[src/rtl/ex_stage_md_pkg.sv]
// Shared encodings for the execute stage: ALU opcodes, mul/div ops, forward selects, FSM states.
package ex_pkg;

  localparam logic [3:0] ALU_AND  = 4'b0000;
  localparam logic [3:0] ALU_OR   = 4'b0001;
  localparam logic [3:0] ALU_ADD  = 4'b0010;
  localparam logic [3:0] ALU_XOR  = 4'b0011;
  localparam logic [3:0] ALU_SLL  = 4'b0100;
  localparam logic [3:0] ALU_SRL  = 4'b0101;
  localparam logic [3:0] ALU_SUB  = 4'b0110;
  localparam logic [3:0] ALU_SLT  = 4'b0111;
  localparam logic [3:0] ALU_SRA  = 4'b1000;
  localparam logic [3:0] ALU_SLTU = 4'b1001;
  localparam logic [3:0] ALU_NOR  = 4'b1100;

  localparam logic [1:0] FWD_RF    = 2'b00;
  localparam logic [1:0] FWD_EXMEM = 2'b10;
  localparam logic [1:0] FWD_MEMWB = 2'b01;

  typedef enum logic [2:0] {
    MD_NONE  = 3'd0,
    MD_MULT  = 3'd1,
    MD_MULTU = 3'd2,
    MD_DIV   = 3'd3,
    MD_DIVU  = 3'd4,
    MD_MFHI  = 3'd5,
    MD_MFLO  = 3'd6
  } md_op_e;

  typedef enum logic [1:0] {
    ST_IDLE = 2'd0,
    ST_BUSY = 2'd1,
    ST_DONE = 2'd2
  } md_state_e;

  // Ops that launch the iterative unit.
  function automatic logic md_is_start(logic [2:0] op);
    return (op == MD_MULT) || (op == MD_MULTU) || (op == MD_DIV) || (op == MD_DIVU);
  endfunction

  function automatic logic md_is_mf(logic [2:0] op);
    return (op == MD_MFHI) || (op == MD_MFLO);
  endfunction

endpackage

[src/rtl/ex_stage_md_if.sv]
// ID/EX-to-EX/MEM bundle of the execute stage; master = upstream driver, slave = stage.
interface ex_stage_md_if #(
  parameter int unsigned DATA_W = 32
) ();
  logic              in_valid;
  logic              flush_in;
  logic [DATA_W-1:0] reg_data1_in;
  logic [DATA_W-1:0] reg_data2_in;
  logic [DATA_W-1:0] imm_in;
  logic [4:0]        shamt_in;
  logic [1:0]        forwardA;
  logic [1:0]        forwardB;
  logic [DATA_W-1:0] ex_mem_result_in;
  logic [DATA_W-1:0] mem_wb_result_in;
  logic              alu_src_in;
  logic              use_shamt_in;
  logic [3:0]        alu_control_in;
  logic [2:0]        md_op_in;
  logic [4:0]        rd_addr_in;
  logic              stall_out;
  logic              out_valid;
  logic [DATA_W-1:0] result_out;
  logic [DATA_W-1:0] store_data_out;
  logic              zero_out;
  logic [4:0]        rd_addr_out;

  modport master (
    output in_valid, flush_in, reg_data1_in, reg_data2_in, imm_in, shamt_in,
           forwardA, forwardB, ex_mem_result_in, mem_wb_result_in,
           alu_src_in, use_shamt_in, alu_control_in, md_op_in, rd_addr_in,
    input  stall_out, out_valid, result_out, store_data_out, zero_out, rd_addr_out
  );

  modport slave (
    input  in_valid, flush_in, reg_data1_in, reg_data2_in, imm_in, shamt_in,
           forwardA, forwardB, ex_mem_result_in, mem_wb_result_in,
           alu_src_in, use_shamt_in, alu_control_in, md_op_in, rd_addr_in,
    output stall_out, out_valid, result_out, store_data_out, zero_out, rd_addr_out
  );
endinterface

[src/rtl/ex_stage_md_alu.sv]
// Combinational single-cycle ALU; shifts move operand B by the low five bits of operand A.
module alu
  import ex_pkg::*;
#(
  parameter int unsigned DATA_W = 32
) (
  input  logic [DATA_W-1:0] a_i,
  input  logic [DATA_W-1:0] b_i,
  input  logic [3:0]        ctrl_i,
  output logic [DATA_W-1:0] y_c,
  output logic              zero_c
);
  logic [4:0] sh;
  assign sh = a_i[4:0];

  always_comb begin
    y_c = '0;
    case (ctrl_i)
      ALU_AND:  y_c = a_i & b_i;
      ALU_OR:   y_c = a_i | b_i;
      ALU_ADD:  y_c = a_i + b_i;
      ALU_XOR:  y_c = a_i ^ b_i;
      ALU_SLL:  y_c = b_i << sh;
      ALU_SRL:  y_c = b_i >> sh;
      ALU_SUB:  y_c = a_i - b_i;
      ALU_SLT:  y_c = {{(DATA_W-1){1'b0}}, ($signed(a_i) < $signed(b_i))};
      ALU_SRA:  y_c = $signed(b_i) >>> sh;
      ALU_SLTU: y_c = {{(DATA_W-1){1'b0}}, (a_i < b_i)};
      ALU_NOR:  y_c = ~(a_i | b_i);
      default:  y_c = '0;
    endcase
  end

  assign zero_c = (y_c == '0);
endmodule

[src/rtl/ex_stage_md_muldiv.sv]
// Iterative radix-2 multiply/divide with HI/LO; compiled only when EX_MULDIV_EN is defined.
`ifdef EX_MULDIV_EN
module muldiv_iter
  import ex_pkg::*;
#(
  parameter int unsigned DATA_W = 32
) (
  input  logic              clk,
  input  logic              rst_n,
  input  logic              start_i,
  input  logic              flush_i,
  input  logic [2:0]        op_i,
  input  logic [DATA_W-1:0] a_i,
  input  logic [DATA_W-1:0] b_i,
  output md_state_e         state_o,
  output logic [DATA_W-1:0] hi_o,
  output logic [DATA_W-1:0] lo_o
);
  localparam int unsigned     CNT_W    = $clog2(DATA_W);
  localparam logic [CNT_W-1:0] CNT_LAST = CNT_W'(DATA_W - 1);

  md_state_e         state_q, state_d;
  logic [CNT_W-1:0]  cnt_q, cnt_d;
  logic [DATA_W-1:0] acc_q, acc_d, wrk_q, wrk_d, opd_q, opd_d, hi_q, hi_d, lo_q, lo_d;
  logic              is_div_q, is_div_d, neg_x_q, neg_x_d, neg_a_q, neg_a_d, div0_q, div0_d;

  logic              op_signed, sa, sb;
  logic [DATA_W-1:0] a_mag, b_mag, quo_fix, rem_fix;
  logic [DATA_W:0]   mul_sum, div_shift, div_diff;
  logic [2*DATA_W-1:0] prod, prod_fix;

  // Both units iterate on magnitudes; signs are reapplied when the result is written.
  assign op_signed = (op_i == MD_MULT) || (op_i == MD_DIV);
  assign sa        = op_signed & a_i[DATA_W-1];
  assign sb        = op_signed & b_i[DATA_W-1];
  assign a_mag     = sa ? -a_i : a_i;
  assign b_mag     = sb ? -b_i : b_i;

  assign mul_sum   = {1'b0, acc_q} + (wrk_q[0] ? {1'b0, opd_q} : '0);
  assign div_shift = {acc_q, wrk_q[DATA_W-1]};
  assign div_diff  = div_shift - {1'b0, opd_q};

  // Divide-by-zero keeps the all-ones quotient unnegated; the remainder already equals the dividend.
  assign prod     = {acc_q, wrk_q};
  assign prod_fix = neg_x_q ? -prod : prod;
  assign quo_fix  = (neg_x_q & ~div0_q) ? -wrk_q : wrk_q;
  assign rem_fix  = neg_a_q ? -acc_q : acc_q;

  always_comb begin
    state_d  = state_q;
    cnt_d    = cnt_q;
    acc_d    = acc_q;
    wrk_d    = wrk_q;
    opd_d    = opd_q;
    hi_d     = hi_q;
    lo_d     = lo_q;
    is_div_d = is_div_q;
    neg_x_d  = neg_x_q;
    neg_a_d  = neg_a_q;
    div0_d   = div0_q;
    case (state_q)
      ST_IDLE: begin
        if (start_i && !flush_i) begin
          state_d  = ST_BUSY;
          cnt_d    = '0;
          acc_d    = '0;
          wrk_d    = a_mag;
          opd_d    = b_mag;
          is_div_d = (op_i == MD_DIV) || (op_i == MD_DIVU);
          neg_x_d  = sa ^ sb;
          neg_a_d  = sa;
          div0_d   = (b_i == '0);
        end
      end
      ST_BUSY: begin
        cnt_d = cnt_q + 1'b1;
        if (is_div_q) begin
          acc_d = div_diff[DATA_W] ? div_shift[DATA_W-1:0] : div_diff[DATA_W-1:0];
          wrk_d = {wrk_q[DATA_W-2:0], ~div_diff[DATA_W]};
        end else begin
          acc_d = mul_sum[DATA_W:1];
          wrk_d = {mul_sum[0], wrk_q[DATA_W-1:1]};
        end
        if (cnt_q == CNT_LAST) state_d = ST_DONE;
      end
      ST_DONE: begin
        state_d = ST_IDLE;
        if (is_div_q) begin
          hi_d = rem_fix;
          lo_d = quo_fix;
        end else begin
          {hi_d, lo_d} = prod_fix;
        end
      end
      default: state_d = ST_IDLE;
    endcase
    if (flush_i && (state_q != ST_IDLE)) begin
      state_d = ST_IDLE;
      hi_d    = hi_q;
      lo_d    = lo_q;
    end
  end

  always_ff @(posedge clk or negedge rst_n) begin
    if (!rst_n) begin
      state_q  <= ST_IDLE;
      cnt_q    <= '0;
      acc_q    <= '0;
      wrk_q    <= '0;
      opd_q    <= '0;
      hi_q     <= '0;
      lo_q     <= '0;
      is_div_q <= 1'b0;
      neg_x_q  <= 1'b0;
      neg_a_q  <= 1'b0;
      div0_q   <= 1'b0;
    end else begin
      state_q  <= state_d;
      cnt_q    <= cnt_d;
      acc_q    <= acc_d;
      wrk_q    <= wrk_d;
      opd_q    <= opd_d;
      hi_q     <= hi_d;
      lo_q     <= lo_d;
      is_div_q <= is_div_d;
      neg_x_q  <= neg_x_d;
      neg_a_q  <= neg_a_d;
      div0_q   <= div0_d;
    end
  end

  assign state_o = state_q;
  assign hi_o    = hi_q;
  assign lo_o    = lo_q;
endmodule
`endif

[src/rtl/ex_stage_md.sv]
// Execute stage: forwarding, ALU, EX/MEM register, optional mul/div unit (EX_MULDIV_EN).
module ex_stage_md
  import ex_pkg::*;
#(
  parameter int unsigned DATA_W = 32
) (
  input  logic         clk,
  input  logic         rst_n,
  ex_stage_md_if.slave ex_if
);
  logic [DATA_W-1:0] fwd_a, fwd_b, op_a, op_b, alu_y, mf_val, result_d, result_q, store_q;
  logic              alu_zero, is_start, is_mf, stall_c, valid_d, valid_q, zero_q;
  logic [4:0]        rd_q;

  always_comb begin
    case (ex_if.forwardA)
      FWD_EXMEM: fwd_a = ex_if.ex_mem_result_in;
      FWD_MEMWB: fwd_a = ex_if.mem_wb_result_in;
      default:   fwd_a = ex_if.reg_data1_in;
    endcase
    case (ex_if.forwardB)
      FWD_EXMEM: fwd_b = ex_if.ex_mem_result_in;
      FWD_MEMWB: fwd_b = ex_if.mem_wb_result_in;
      default:   fwd_b = ex_if.reg_data2_in;
    endcase
  end

  assign op_a = ex_if.use_shamt_in ? DATA_W'(ex_if.shamt_in) : fwd_a;
  assign op_b = ex_if.alu_src_in ? ex_if.imm_in : fwd_b;

  alu #(.DATA_W(DATA_W)) u_alu (
    .a_i    (op_a),
    .b_i    (op_b),
    .ctrl_i (ex_if.alu_control_in),
    .y_c    (alu_y),
    .zero_c (alu_zero)
  );

  assign is_start = md_is_start(ex_if.md_op_in);
  assign is_mf    = md_is_mf(ex_if.md_op_in);

`ifdef EX_MULDIV_EN
  md_state_e         md_state;
  logic [DATA_W-1:0] hi, lo;

  muldiv_iter #(.DATA_W(DATA_W)) u_md (
    .clk     (clk),
    .rst_n   (rst_n),
    .start_i (ex_if.in_valid & is_start),
    .flush_i (ex_if.flush_in),
    .op_i    (ex_if.md_op_in),
    .a_i     (fwd_a),
    .b_i     (fwd_b),
    .state_o (md_state),
    .hi_o    (hi),
    .lo_o    (lo)
  );

  // Start ops hold the front end until DONE; HI/LO reads wait for the unit to go idle.
  assign stall_c = ex_if.in_valid &
                   ((is_start & (md_state != ST_DONE)) | (is_mf & (md_state != ST_IDLE)));
  assign mf_val  = (ex_if.md_op_in == MD_MFHI) ? hi : lo;
`else
  assign stall_c = 1'b0;
  assign mf_val  = '0;
`endif

  assign valid_d  = ex_if.in_valid & ~ex_if.flush_in & ~stall_c;
  assign result_d = is_start ? '0 : (is_mf ? mf_val : alu_y);

  always_ff @(posedge clk or negedge rst_n) begin
    if (!rst_n) begin
      valid_q  <= 1'b0;
      result_q <= '0;
      store_q  <= '0;
      zero_q   <= 1'b0;
      rd_q     <= '0;
    end else begin
      valid_q  <= valid_d;
      result_q <= result_d;
      store_q  <= fwd_b;
      zero_q   <= alu_zero;
      rd_q     <= ex_if.rd_addr_in;
    end
  end

  assign ex_if.stall_out      = stall_c;
  assign ex_if.out_valid      = valid_q;
  assign ex_if.result_out     = result_q;
  assign ex_if.store_data_out = store_q;
  assign ex_if.zero_out       = zero_q;
  assign ex_if.rd_addr_out    = rd_q;
endmodule

[src/flat_wrapper.sv]
// flat-port wrapper written by rule: the top's interface ports become plain ports
module ex_stage_md_flat import ex_pkg::*;
#(
  parameter int unsigned DATA_W = 32
)
  (clk, rst_n, ex_if_in_valid, ex_if_flush_in, ex_if_reg_data1_in, ex_if_reg_data2_in, ex_if_imm_in, ex_if_shamt_in, ex_if_forwardA, ex_if_forwardB, ex_if_ex_mem_result_in, ex_if_mem_wb_result_in, ex_if_alu_src_in, ex_if_use_shamt_in, ex_if_alu_control_in, ex_if_md_op_in, ex_if_rd_addr_in, ex_if_stall_out, ex_if_out_valid, ex_if_result_out, ex_if_store_data_out, ex_if_zero_out, ex_if_rd_addr_out);
  ex_stage_md_if #(.DATA_W(DATA_W)) ex_if_i ();
  input  logic clk;
  input  logic rst_n;
  input wire logic [$bits(ex_if_i.in_valid)-1:0] ex_if_in_valid;
  input wire logic [$bits(ex_if_i.flush_in)-1:0] ex_if_flush_in;
  input wire logic [$bits(ex_if_i.reg_data1_in)-1:0] ex_if_reg_data1_in;
  input wire logic [$bits(ex_if_i.reg_data2_in)-1:0] ex_if_reg_data2_in;
  input wire logic [$bits(ex_if_i.imm_in)-1:0] ex_if_imm_in;
  input wire logic [$bits(ex_if_i.shamt_in)-1:0] ex_if_shamt_in;
  input wire logic [$bits(ex_if_i.forwardA)-1:0] ex_if_forwardA;
  input wire logic [$bits(ex_if_i.forwardB)-1:0] ex_if_forwardB;
  input wire logic [$bits(ex_if_i.ex_mem_result_in)-1:0] ex_if_ex_mem_result_in;
  input wire logic [$bits(ex_if_i.mem_wb_result_in)-1:0] ex_if_mem_wb_result_in;
  input wire logic [$bits(ex_if_i.alu_src_in)-1:0] ex_if_alu_src_in;
  input wire logic [$bits(ex_if_i.use_shamt_in)-1:0] ex_if_use_shamt_in;
  input wire logic [$bits(ex_if_i.alu_control_in)-1:0] ex_if_alu_control_in;
  input wire logic [$bits(ex_if_i.md_op_in)-1:0] ex_if_md_op_in;
  input wire logic [$bits(ex_if_i.rd_addr_in)-1:0] ex_if_rd_addr_in;
  output wire logic [$bits(ex_if_i.stall_out)-1:0] ex_if_stall_out;
  output wire logic [$bits(ex_if_i.out_valid)-1:0] ex_if_out_valid;
  output wire logic [$bits(ex_if_i.result_out)-1:0] ex_if_result_out;
  output wire logic [$bits(ex_if_i.store_data_out)-1:0] ex_if_store_data_out;
  output wire logic [$bits(ex_if_i.zero_out)-1:0] ex_if_zero_out;
  output wire logic [$bits(ex_if_i.rd_addr_out)-1:0] ex_if_rd_addr_out;
  assign ex_if_i.in_valid = ex_if_in_valid;
  assign ex_if_i.flush_in = ex_if_flush_in;
  assign ex_if_i.reg_data1_in = ex_if_reg_data1_in;
  assign ex_if_i.reg_data2_in = ex_if_reg_data2_in;
  assign ex_if_i.imm_in = ex_if_imm_in;
  assign ex_if_i.shamt_in = ex_if_shamt_in;
  assign ex_if_i.forwardA = ex_if_forwardA;
  assign ex_if_i.forwardB = ex_if_forwardB;
  assign ex_if_i.ex_mem_result_in = ex_if_ex_mem_result_in;
  assign ex_if_i.mem_wb_result_in = ex_if_mem_wb_result_in;
  assign ex_if_i.alu_src_in = ex_if_alu_src_in;
  assign ex_if_i.use_shamt_in = ex_if_use_shamt_in;
  assign ex_if_i.alu_control_in = ex_if_alu_control_in;
  assign ex_if_i.md_op_in = ex_if_md_op_in;
  assign ex_if_i.rd_addr_in = ex_if_rd_addr_in;
  assign ex_if_stall_out = ex_if_i.stall_out;
  assign ex_if_out_valid = ex_if_i.out_valid;
  assign ex_if_result_out = ex_if_i.result_out;
  assign ex_if_store_data_out = ex_if_i.store_data_out;
  assign ex_if_zero_out = ex_if_i.zero_out;
  assign ex_if_rd_addr_out = ex_if_i.rd_addr_out;
  ex_stage_md #(.DATA_W(DATA_W)) u_core (.clk(clk), .rst_n(rst_n), .ex_if(ex_if_i));
endmodule
[config.mk]
export PLATFORM = sky130hd
export DESIGN_NAME = ex_stage_md_flat
export DESIGN_NICKNAME = d
export VERILOG_FILES = /design/src/rtl/ex_stage_md_pkg.sv /design/src/rtl/ex_stage_md_if.sv /design/src/rtl/ex_stage_md_alu.sv /design/src/rtl/ex_stage_md_muldiv.sv /design/src/rtl/ex_stage_md.sv /design/src/flat_wrapper.sv
export SDC_FILE = /design/constraint.sdc
export NUM_CORES = 1
export LEC_CHECK = 0
export ABC_AREA = 1
export BUFFER_PORTS_ARGS = -buffer_cell sky130_fd_sc_hd__buf_4
export CELL_PAD_IN_SITES_DETAIL_PLACEMENT = 1
export CELL_PAD_IN_SITES_GLOBAL_PLACEMENT = 2
export CORE_MARGIN = 2
export CORE_UTILIZATION = 30
export CTS_BUF_LIST = sky130_fd_sc_hd__clkbuf_2
export DETAILED_ROUTE_END_ITERATION = 12
export PLACE_DENSITY_LB_ADDON = 0.08
export SYNTH_ARGS = -nofsm -noshare
export SYNTH_HDL_FRONTEND = slang
export SYNTH_SLANG_ARGS = --single-unit
[constraint.sdc]
create_clock -name clk -period 0.8 [get_ports clk]
set_clock_uncertainty 0.2 [all_clocks]
set_input_delay 0.04 -clock clk [delete_from_list [all_inputs] [get_ports clk]]
set_output_delay 0.04 -clock clk [all_outputs]
set_load 0.02 [all_outputs]
; Yosys cells after proc, flatten, opt, wreduce, memory -nomap -nowiden
; Index checks and enable logic that the tools add are counted.
[classes]
add_sub_neg = 2
mul = 0
div_mod_pow = 0
magnitude_cmp = 2
eq_ne = 20
shifts = 3
muxes = 7
bitwise = 6
n_reduce_logical = 6
[op_table]
columns = cell, n
row1 = $pmux W32 S11, 1
row2 = $mux W32, 4
row3 = $pmux W32 S2, 2
row4 = $lt A32 B32 Y1, 2
row5 = $add A32 B32 Y32, 1
row6 = $and A32 B32 Y32, 1
row7 = $logic_not A32 Y1, 1
row8 = $not A32 Y32, 1
row9 = $or A32 B32 Y32, 1
row10 = $shl A32 B5 Y32, 1
row11 = $shr A32 B5 Y32, 1
row12 = $sshr A32 B5 Y32, 1
row13 = $sub A32 B32 Y32, 1
row14 = $xor A32 B32 Y32, 1
row15 = $eq A4 B3 Y1 const B, 4
row16 = $eq A4 B4 Y1 const B, 3
row17 = $eq A3 B3 Y1 const B, 3
row18 = $eq A4 B2 Y1 const B, 2
row19 = $eq A3 B2 Y1 const B, 2
row20 = $eq A2 B1 Y1 const B, 2
row21 = $eq A2 B2 Y1 const B, 2
row22 = $eq A4 B1 Y1 const B, 1
row23 = $logic_not A4 Y1, 1
row24 = $logic_or A1 B1 Y1, 4
row25 = 3 further kinds, 3
[totals]
regBits = 71
latch_bits = 0
mem_bits_rw = 0
mem_bits_ro = 0
inputBits = 187
output_inout_bits = 72
word_cells = 51
memories = 0

; Logic depth before layout (Yosys ltp)
[depth]
ltp_word = 8
ltp_mapped = 33

; Modules after synthesis
; Synthesis repeated with hierarchy kept, for this count alone.
[unflattened]
hier_cells = 2937
hier_area_um2 = 15346.0
[by_module_without_submodules]
columns = mod, instances, cells_per_inst, area_per_inst_um2, seq_area_each_um2
row1 = alu, 1, 2304, 10974.3, 0.0
row2 = ex_stage_md, 1, 633, 4371.7, 1776.7

; Least setup slack after synthesis
; No wires, ideal clock.
[synth_path]
kind = input-to-reg
startpoint = input port ex_if_forwardA[0]
endpoint = register u_core.zero_q (netlist: u_core.ex_if.zero_out)
arrival_ps = 3073
required_time_ps = 529
path_slack_ps = -2544
cell_stages = 29
path_cell_list = inv_1 ha_1 inv_2 buf_2 nand2_1 nand2_1 nand2_1 inv_1 buf_2 ha_1 buf_2 inv_1 nand2_1 nor2_1 nand3_1 nand2_1 nand2_1 nand2_1 nand2_1 nand3_1 nand2_1 o21bai_1 nor2_2 nand2_1 nor2_1 nand2_1 nor2_1 nand3_1 nor2_1
[synth_between]
elab_chain_len = 7
word_cells_on_any_way = 17
classes_between = add/sub: 2 / order compare: 2 / eq/ne: 2 / shift: 3 / mux: 3 / bitwise: 4 / reduce/logical: 1
[synth_lines]
columns = item, line
row1 = from (decl), flat_wrapper.sv:16  ; input wire logic [$bits(ex_if_i.forwardA)-1:0] ex_if_forwardA;
row2 = $eq A2 B1 Y1 / $eq A2 B2 Y1 (equally long branches), ex_stage_md.sv:16  ; case (ex_if.forwardA)
row3 = $pmux W32 S2 *, ex_stage_md.sv:16
row4 = $mux W32 *, ex_stage_md.sv:28  ; assign op_a = ex_if.use_shamt_in ? DATA_W'(ex_if.shamt_in) : fwd_a;
row5 = "parallel branches: the longest is 2 deep, another holds $sub A32 B32 Y32", n/a
row6 = $pmux W32 S11 *, ex_stage_md_alu.sv:18  ; case (ctrl_i)
row7 = $logic_not A32 Y1 *, ex_stage_md_alu.sv:34  ; assign zero_c = (y_c == '0);
row8 = via u_core.alu_zero, ex_stage_md.sv:12  ; logic alu_zero, is_start, is_mf, stall_c, valid_d, valid_q, zero_q;
row9 = to (signal assigned), ex_stage_md.sv:82  ; zero_q <= alu_zero;
row10 = to (decl), ex_stage_md.sv:12
; Mark *: on every way through the listed nets, which the timed path passes.

; Worst setup path after layout
[layout_path]
startpoint = input port ex_if_forwardB[0]
endpoint = register u_core.zero_q (netlist: u_core.ex_if.zero_out)
[layout_between]
elab_chain_len = 7
word_cells_on_any_way = 17
classes_between = add/sub: 2 / order compare: 2 / eq/ne: 2 / shift: 3 / mux: 3 / bitwise: 4 / reduce/logical: 1
[layout_lines]
columns = item, line
row1 = from (decl), flat_wrapper.sv:17  ; input wire logic [$bits(ex_if_i.forwardB)-1:0] ex_if_forwardB;
row2 = $eq A2 B1 Y1 / $eq A2 B2 Y1 (equally long branches), ex_stage_md.sv:21  ; case (ex_if.forwardB)
row3 = $pmux W32 S2 *, ex_stage_md.sv:21
row4 = $mux W32 *, ex_stage_md.sv:29  ; assign op_b = ex_if.alu_src_in ? ex_if.imm_in : fwd_b;
row5 = "parallel branches: the longest is 2 deep, another holds $sub A32 B32 Y32", n/a
row6 = $pmux W32 S11 *, ex_stage_md_alu.sv:18
row7 = $logic_not A32 Y1 *, ex_stage_md_alu.sv:34
row8 = via u_core.alu_zero, ex_stage_md.sv:12
; Marks and branches as above.

==> flow_summary.json <==
{
  "status": "finished, violations left",
  "violations": "negative hold slack, negative setup slack",
  "die_x_um": 226,
  "p_leak_uw": 0.0143,
  "rsz0062_at_grt": "true",
  "use_met2_pct": 68.3,
  "clkTransAtPathRegs_ps": 310,
  "avgSynthCellArea_um2": 5.56,
  "async_reset_ff_share_pct": 100,
  "wirelength_um": 114000,
  "grt_antenna_before_repair": 1,
  "cts_buffers": 9,
  "synthFlopType": "dfrtp_1",
  "drive_gt1_share_pct": 50.8,
  "clock_path_buffers": 2,
  "drtIter0Drc": 2263,
  "pre_cts_ws_ps": -3640,
  "synthTopCellsByArea": "nand2_1, nand3_1, dfrtp_1",
  "slowest_delay_ps": 350,
  "core-area_mm2": 0.0488,
  "vias": 24400,
  "ioPinCount": 259,
  "portBuffers": 257,
  "grtUsageTotal_pct": 43.2,
  "grt_pass1_vias": 25400,
  "period_share_pct": 400,
  "synth_cell_type_count": 51,
  "synth_edf_count": 0,
  "start_kind": "input pin",
  "slew_violations": 0,
  "cp.required_ps": 1370,
  "synth.net_count": 2959,
  "use_met1_pct": 53.5,
  "syn_inst": 2670,
  "gp_congestion": 1.05,
  "endpoint_kind": "register",
  "wl_per_cell_um": 26.5,
  "design.die.area_mm2": 0.0513,
  "ys_seq_area_share_pct": 12.0,
  "grt_pass1_wl_um": 163000,
  "setup_ws_ps": -2400,
  "dpl-instance-area_mm2": 0.0232,
  "dp_hpwl_um": 87100,
  "slowest_stage": "ha_4",
  "hp-class": "in2reg",
  "via_per_inst": 5.65,
  "first_pass_iters": 8,
  "filler_cell_count": 6305,
  "power.total_uw": 40100,
  "period_minus_slack_ps": 3200,
  "crit_path_frequent_cell": "nand2_1",
  "worstSetupPathType": "in2reg",
  "fin_util_pct": 57.2,
  "cts_sinks": 71,
  "arrival_ps": 3770,
  "tightest_slew_ps": 574,
  "synth_common_cells": "nand2_1, nand3_1, inv_1, nor2_1, a21oi_1",
  "area_delta_synth_final_pct": 88.4,
  "synth_top_area_cell": "nand2_1",
  "cts_tree": "yes",
  "p_per_area_mw_per_mm2": 1430,
  "holdWs_ps": -660,
  "final_area_mm2": 0.0280,
  "rows": 81,
  "synth_top_area_share_pct": 19.9,
  "setup_violations": 183,
  "synth.cell_area_mm2": 0.0148,
  "met3_usage_pct": 7.90,
  "yosysMostFrequentCell": "nand2_1",
  "start_util_pct": 30.4,
  "postRouteAntennaNets": 0,
  "yosysWarnings": 0,
  "grt.overflow.total": 0,
  "ir_drop_uv": 853,
  "grt.busiest_layer": "met2",
  "grt_start_max_net_pins": 66,
  "finalHoldViolCount": 36,
  "die_height_um": 226,
  "max_slew_margin_pct": 61.7,
  "nNetsFinal": 3944,
  "synth_seq_cells": 71,
  "drc": 0,
  "max_freq_mhz": 313,
  "maxCapViolations": 0,
  "worst-path-max-fanout": 8,
  "h-tree-depth": 3,
  "cts_root_buf": "clkbuf_2"
}
==> cells in the final DEF, fill, tap and decap left out, drive strengths merged <==
master	instances
nand4	29
o31ai	2
a211oi	1
a2111oi	1
nor4	3
conb	1
a21o	2
o22ai	12
xor2	1
a31oi	6
nand3	509
o21a	4
o211ai	10
o21bai	11
or2	64
ha	100
o2111ai	1
clkinvlp	4
a221oi	35
bufbuf	3
nor3	23
fa	2
a221o	16
dfrtp	71
o21ai	102
o221ai	4
inv	287
buf	1091
nand2	853
nand3b	3
and2	7
dlygate4sd3	16
clkinv	5
clkbuf	10
a21boi	2
a21oi	131
nor2	238
diode	1
==> repair_timing <==
action	4_1_cts	5_1_grt
hold endpoints to repair	140	107
buffers inserted	108	60
hold buffers	17	1
setup endpoints to repair	108	183
gates resized for setup	537	341
pin swaps	115	137
cloned	5	1
==> registers in the layout (all words and copies together), names as in the netlist <==
register                     count
u_core.ex_if.out_valid           1
u_core.ex_if.rd_addr_out         5
u_core.ex_if.result_out         32
u_core.ex_if.store_data_out     32
u_core.ex_if.zero_out            1
==> path summary, 6_finish.rpt <==
check	startpoint	to	depth (start not counted)
worst max-delay path	ex_if_forwardB[0]	u_core.ex_if.zero_out$_DFF_PN0_	31
worst min-delay path	ex_if_reg_data2_in[15]	u_core.ex_if.store_data_out[15]$_DFF_PN0_	4
max in group asynchronous	rst_n	u_core.ex_if.result_out[30]$_DFF_PN0_	4
min in group asynchronous	rst_n	u_core.ex_if.store_data_out[16]$_DFF_PN0_	4
==> worst max-delay path, delay by kind of cell <==
kind	cells	cell delay [ps]
buf+inv	8	750
simple gates	21	2330
fa+ha+maj	2	640
==> per-layer routing <==
layer  routed length [µm]  vias to the layer above
li1                     -                    10700
met1                45500                    12000
met2                50500                     1315
met3                 9130                      415
met4                 9340                        0
met5                    0                        -
==> layout make-up <==
type | count | area, µm² | area share, %
Antenna cell | 1 | 2.50 | 0.00895
Clock buffer | 9 | 45.0 | 0.161
Clock inverter | 7 | 61.3 | 0.219
Inverter | 289 | 1160 | 4.14
Multi-Input combinational cell | 2173 | 14400 | 51.6
Sequential cell | 71 | 1780 | 6.35
Tap cell | 664 | 831 | 2.97
Timing Repair Buffer | 1111 | 9670 | 34.6
==> metrics by stage <==
stage / TNS, ps / std cells
floorplan: -75320 / 2670
global placement: -120410 / 4170
detailed placement: -122920 / 4170
CTS: -133900 / 4310
global route: -143070 / 4325
finish: -139210 / 4325
==> cell families after synthesis <==
group	count (synthesis)	synth area share, %
compound gates	340	14.1
simple gates	1729	53.0
other cells	1	0.0253
buf+inv	426	12.1
xor+xnor	1	0.0590
flops	71	12.0
fa+ha+maj	102	8.70
==> power breakdown <==
| part | switching [µW] | internal, µW |
|---|---|---|
| registers | 221 | 3960 |
| clock network | 2020 | 476 |
| logic | 19100 | 14300 |
| total | 21300 | 18800 |
(Power assumes the default switching activity.)
